### src/rtl/jb_ul_frm_mrkr_dly_gen.sv
// Per-carrier programmable frame-marker delay with pulse stretch; pulse rises T+1+frm_delay enabled cycles after marker edge T.
// No backpressure: free-running outputs; error/sticky logic present only when JB_UL_FRM_MRKR_DLY_ERR_EN is defined.
// frm_mrkr_dly_any adds one register stage on top of the per-carrier pulses.
module jb_ul_frm_mrkr_dly_gen #(
  parameter int N_CARRIERS = 1,
  parameter int CNT_BW     = 16,
  parameter int PW_BW      = 4,
  parameter int ERR_BW     = 8
) (
  input  logic                                  clk_4x,
  input  logic                                  reset_4x_n,
  input  logic [N_CARRIERS-1:0]                 clk_en,
  input  logic [N_CARRIERS-1:0]                 car_en,
  input  logic [N_CARRIERS-1:0]                 frm_mrkr_in,
  input  logic [N_CARRIERS-1:0][CNT_BW-1:0]     frm_delay,
  input  logic [N_CARRIERS-1:0][PW_BW-1:0]      pulse_width,
  input  logic                                  clear,
  output logic [N_CARRIERS-1:0]                 frm_mrkr_dly,
  output logic                                  frm_mrkr_dly_any,
  output logic [N_CARRIERS-1:0]                 armed,
  output logic [N_CARRIERS-1:0][ERR_BW-1:0]     early_err_cnt,
  output logic [N_CARRIERS-1:0][ERR_BW-1:0]     missing_err_cnt,
  output logic [N_CARRIERS-1:0]                 missing_sticky
);

  localparam logic [1:0]        ST_IDLE  = 2'd0;
  localparam logic [1:0]        ST_COUNT = 2'd1;
  localparam logic [1:0]        ST_WAIT  = 2'd2;
  localparam logic [CNT_BW-1:0] CNT_MAX  = '1;
  localparam logic [PW_BW-1:0]  PW_ONE   = PW_BW'(1);
  localparam logic [ERR_BW-1:0] ERR_MAX  = '1;

  logic any_q;

  for (genvar g = 0; g < N_CARRIERS; g++) begin : g_car
    logic [1:0]        state_q, state_d;
    logic [CNT_BW-1:0] cnt_q, cnt_d, dly_q, dly_d;
    logic [PW_BW-1:0]  pw_q, pw_d, pcnt_q, pcnt_d;
    logic              mrkr, fire, early_inc, miss_inc;

    always_comb begin
      state_d   = state_q;
      cnt_d     = cnt_q;
      dly_d     = dly_q;
      pw_d      = pw_q;
      pcnt_d    = (pcnt_q != '0) ? pcnt_q - 1'b1 : pcnt_q;
      fire      = 1'b0;
      early_inc = 1'b0;
      miss_inc  = 1'b0;
      mrkr      = frm_mrkr_in[g] & car_en[g];

      if (!car_en[g]) begin
        state_d = ST_IDLE;
        pcnt_d  = '0;
      end else begin
        case (state_q)
          ST_COUNT: begin
            if (clk_en[g]) begin
              if (cnt_q == dly_q) begin
                fire    = 1'b1;
                state_d = ST_WAIT;
              end
              if (cnt_q != CNT_MAX) cnt_d = cnt_q + 1'b1;
            end
            early_inc = mrkr & ~fire;
          end
          ST_WAIT: begin
            // Counting on past the fire point is what detects a missing marker
            if (clk_en[g] && cnt_q != CNT_MAX) begin
              cnt_d    = cnt_q + 1'b1;
              miss_inc = (cnt_q == CNT_MAX - 1'b1) & ~mrkr;
            end
          end
          default: ;
        endcase
        if (fire) pcnt_d = pw_q;
        // A marker always restarts the frame; the aborted pulse setting is the old shadow
        if (mrkr) begin
          state_d = ST_COUNT;
          cnt_d   = '0;
          dly_d   = frm_delay[g];
          pw_d    = (pulse_width[g] == '0) ? PW_ONE : pulse_width[g];
        end
      end
    end

    always_ff @(posedge clk_4x or negedge reset_4x_n) begin
      if (!reset_4x_n) begin
        state_q <= ST_IDLE;
        cnt_q   <= '0;
        dly_q   <= '0;
        pw_q    <= '0;
        pcnt_q  <= '0;
      end else begin
        state_q <= state_d;
        cnt_q   <= cnt_d;
        dly_q   <= dly_d;
        pw_q    <= pw_d;
        pcnt_q  <= pcnt_d;
      end
    end

    assign frm_mrkr_dly[g] = (pcnt_q != '0);
    assign armed[g]        = (state_q == ST_COUNT);

`ifdef JB_UL_FRM_MRKR_DLY_ERR_EN
    logic [ERR_BW-1:0] early_q, miss_q;
    logic              sticky_q;

    always_ff @(posedge clk_4x or negedge reset_4x_n) begin
      if (!reset_4x_n) begin
        early_q  <= '0;
        miss_q   <= '0;
        sticky_q <= 1'b0;
      end else if (clear) begin
        early_q  <= '0;
        miss_q   <= '0;
        sticky_q <= 1'b0;
      end else begin
        if (early_inc && early_q != ERR_MAX) early_q <= early_q + 1'b1;
        if (miss_inc && miss_q != ERR_MAX)   miss_q  <= miss_q + 1'b1;
        if (miss_inc)                        sticky_q <= 1'b1;
      end
    end

    assign early_err_cnt[g]   = early_q;
    assign missing_err_cnt[g] = miss_q;
    assign missing_sticky[g]  = sticky_q;
`else
    logic unused_err;
    assign unused_err         = early_inc | miss_inc;
    assign early_err_cnt[g]   = '0;
    assign missing_err_cnt[g] = '0;
    assign missing_sticky[g]  = 1'b0;
`endif
  end

`ifndef JB_UL_FRM_MRKR_DLY_ERR_EN
  logic unused_clear;
  logic [ERR_BW-1:0] unused_err_max;
  assign unused_clear   = clear;
  assign unused_err_max = ERR_MAX;
`endif

  always_ff @(posedge clk_4x or negedge reset_4x_n) begin
    if (!reset_4x_n) any_q <= 1'b0;
    else             any_q <= |frm_mrkr_dly;
  end

  assign frm_mrkr_dly_any = any_q;

endmodule

### config.mk
export PLATFORM = sky130hd
export DESIGN_NAME = jb_ul_frm_mrkr_dly_gen
export DESIGN_NICKNAME = d
export VERILOG_FILES = /design/src/rtl/jb_ul_frm_mrkr_dly_gen.sv
export SDC_FILE = /design/constraint.sdc
export NUM_CORES = 1
export LEC_CHECK = 0
export CORE_ASPECT_RATIO = 1.5
export CORE_UTILIZATION = 52
export CTS_CLUSTER_DIAMETER = 200
export DETAILED_ROUTE_END_ITERATION = 8
export PLACE_DENSITY = 0.79
export SYNTH_ARGS = -nofsm -noshare
export SYNTH_HDL_FRONTEND = slang
export SYNTH_SLANG_ARGS = --single-unit
### constraint.sdc
create_clock -name clk_4x -period 2.45 [get_ports clk_4x]
set_input_delay 0.49 -clock clk_4x [delete_from_list [all_inputs] [get_ports clk_4x]]
set_output_delay 0.49 -clock clk_4x [all_outputs]
set_load 0.1 [all_outputs]
==> results.py, run 1 <==
metrics = {
    "status": {
        "run_status": "completed",
    },
    "logic_synthesis": {
        "async_flop_share_pct": 100,
        "synth_edf_count": 0,
        "synth_area_um2": 2450,
        "yosysSeqAreaShare_pct": 44.0,
        "synth_top_area_share_pct": 44.0,
        "synth_most_common_cell": "nand2_1",
        "synthCells": 280,
        "yosysUniqueCellTypes": 40,
        "synthTopCellsByArea": "dfrtp_1, nand2_1, o31ai_1",
        "synth_flop_cell": "dfrtp_1",
        "synth_top_cell_by_area": "dfrtp_1",
        "synth-seq-cells": 43,
        "ys.warnings.count": 0,
        "avgSynthCellArea_um2": 8.74,
        "synth_common_cells": "nand2_1, dfrtp_1, o31ai_1, buf_4, nand3_1",
    },
    "route": {
        "num_vias": 2045,
        "drt_iter0_markers": 59,
        "routed_wirelength_um": 5130,
        "detail-route-antenna-nets": 0,
        "viasPerCell": 5.71,
        "drc": 0,
        "wl_per_cell_um": 14.3,
        "drtPass1Iterations": 4,
    },
    "worst_setup_path": {
        "crit_path_end_kind": "register",
        "cpPeakStageDelay_ps": 480,
        "arrival_ps": 2320,
        "crit_type": "register to register",
        "ff2ff_setup_slack_ps": 310,
        "crit_required_ps": 2620,
        "startpoint_type": "register",
        "reg2reg_to": "g_car[0].cnt_q[2]",
        "reg2reg_depth": 6,
        "path_cells": "ha_1 > nand2_1 > or3_4 > o31ai_1 > buf_4 > o21ai_0",
        "cp_slowest_cell": "dfrtp_1",
        "critPathMaxFanout": 10,
        "reg2reg_from": "g_car[0].cnt_q[0]",
    },
    "pwr": {
        "p_int_mw": 1.45,
        "leakage_nw": 1.35,
        "comb_power_share_pct": 33.4,
        "switching_share_pct": 35.5,
        "p_sw_mw": 0.799,
        "power.total_mw": 2.25,
        "p_clk_share_pct": 28.8,
        "ir_worst_vdd_uv": 467,
        "power_frac_seq_pct": 37.8,
        "power_density_nw_per_um2": 786,
    },
    "clock_network": {
        "clock_sinks": 43,
        "cts_setup_buffers": 0,
        "htree_levels": 2,
        "cts_buffer_depth": 2,
        "cts_tree": "yes",
        "cts_hold_buf": 0,
        "clock_latency_ps": 290,
        "cts.clk_slew.worst_paths_ps": 80,
        "cts_buffers": 5,
        "clock-root-buffer": "clkbuf_8",
    },
    "timing": {
        "fmax_ghz": 0.466,
        "setup_violations": 0,
        "max_slew_margin_pct": 56.1,
        "min_period_over_period_pct": 87.5,
        "rsz0062_at_grt": "no",
        "setup_tns_ps": 0,
        "fin_worst_skew_ps": 6.10,
        "slew_violations": 0,
        "finalCriticalPeriod_ps": 2140,
        "worst_slack_ps": 306,
        "hold_violations": 0,
        "tightest_slew_ps": 652,
    },
    "global_routing": {
        "grt_pass1_vias": 2003,
        "grt_max_degree": 25,
        "grt.total_usage_pct": 23.8,
        "grt_pass1_wl_um": 9030,
        "grt_antenna_before_repair": 0,
        "grt-ovfl-total": 0,
    },
    "placement": {
        "dp_cells": 350,
        "gp_congestion": 0.822,
        "dp_worst_setup_slack_ps": 261,
        "port_buffers": 27,
        "hpwl_um": 3810,
    },
    "die": {
        "die_area_um2": 4990,
        "io_pins": 46,
        "placement_rows": 30,
        "die_x_um": 58.0,
        "fp.dieH_um": 86.0,
        "initial_utilization_pct": 54.3,
        "core_um2": 4500,
    },
    "cells_and_area": {
        "drive_gt1_share_pct": 9.35,
        "final_cells": 358,
        "finish.net_count": 337,
        "antenna_cells": 0,
        "nFillCells": 376,
        "area_growth_pct": 17.2,
        "final_util_pct": 63.7,
    },
    "flow_run": {
        "max_cap_viol_count": 0,
    },
    "hold_path": {
        "hold_path_class": "input port to asynchronous set/reset pin",
    },
}
-- power by group through the flow --
stage | sequential, mW | clock, mW | combinational, mW
after CTS | 0.850 | 0.658 | 0.751
after global placement | 0.859 | 0 | 0.736
after floorplan | 0.913 | 0 | 0.511
final | 0.851 | 0.649 | 0.754
after global routing | 0.865 | 0.684 | 0.815
after detailed placement | 0.864 | 0 | 0.748
-- per-layer routing --
layer	part of all wire (%)	up-vias	routed length (um)	GRT usage [%]
li1	-	989	-	-
met1	40	979	2080	27.5
met2	53	67	2720	42.3
met3	4.5	10	230	3.47
met4	2.0	0	102	11.0
met5	0	-	0	0
-- final cells by class --
cell class	count	area, um^2	area share [%]
Clock buffer	6	72.6	2.53
Clock inverter	2	60.1	2.09
Inverter	7	26.3	0.916
Multi-Input combinational cell	213	1210	42.3
Sequential cell	43	1080	37.5
Tap cell	48	60.1	2.09
Timing Repair Buffer	39	360	12.6
-- repair_timing --
action                                  in CTS  in global routing
endpoints found under the hold margin        0                  0
endpoints found under the setup margin       0                  1
gates resized for setup                      0                  1
-- worst max path at each step --
stage | slack (ps) | end | start | cells past startpoint
after floorplan | 360 | g_car[0].pcnt_q[2] | g_car[0].state_q[1] | 4
after global placement | 270 | g_car[0].cnt_q[2] | frm_mrkr_in | 6
after detailed placement | 260 | g_car[0].cnt_q[2] | frm_mrkr_in | 6
after CTS | 100 | frm_mrkr_dly | g_car[0].pcnt_q[0] | 5
after global routing | 170 | g_car[0].cnt_q[2] | g_car[0].cnt_q[0] | 6
final | 310 | g_car[0].cnt_q[2] | g_car[0].cnt_q[0] | 6
-- critical path: cells and delay by family, from the launching register on --
kind                     cells  cell delay (ps)
AND/OR/NAND/NOR              2              540
flip-flops                   1              480
AO/OA/AOI/OAI                2              480
buffers and inverters        1              270
adder cells (fa/ha/maj)      1              250
-- cells by family (layout without fill, tap and decap cells) --
kind of cell,Yosys count,in the layout,share of synthesized area [%]
and+or+nand+nor,127,127,24.7
AOI/OAI and AO/OA,49,49,14.5
DFF,43,43,44.0
buffers and inverters,40,54,9.25
xor gates and xnor gates,18,18,6.44
adders and majority gates,2,2,1.02
other,1,17,0.153
-- registers in the layout, summed over array words and instances, names as in the netlist --
| register | cells |
|---|---|
| frm_mrkr_dly_any | 1 |
| g_car.cnt_q | 16 |
| g_car.dly_q | 16 |
| g_car.pcnt_q | 4 |
| g_car.pw_q | 4 |
| g_car.state_q | 2 |
-- through the flow --
step | area [um^2] | hold WS [ps]
6_report | 2870 | 59.6
5_1_grt | 2870 | 78.1
4_1_cts | 2860 | 63.1
3_5_place_dp | 2730 | 385
3_3_place_gp | 2730 | 385
2_1_floorplan | 2510 | 194
-- cells in the final DEF, fill, tap and decap left out, types with 7 or more instances in the layout --
| cell | netlist | routed |
|---|---|---|
| nor2_1 | 11 | 11 |
| o31ai_1 | 22 | 22 |
| inv_1 | 7 | 7 |
| conb_1 | 1 | 17 |
| buf_4 | 18 | 14 |
| nor3_1 | 7 | 7 |
| nand2_1 | 68 | 68 |
| xor2_1 | 13 | 13 |
| clkdlybuf4s50_1 | 0 | 23 |
| o21ai_0 | 9 | 9 |
| nand3_1 | 14 | 14 |
| dfrtp_1 | 43 | 43 |
(Power assumes the default switching activity.)
==> run 2: changes to the inputs <==
Settings changed: ABC_CLOCK_PERIOD_IN_PS from default to 2450.
==> results of run 2 <==
Same layout as run 1: the final DEF is identical, and so are final timing and power.
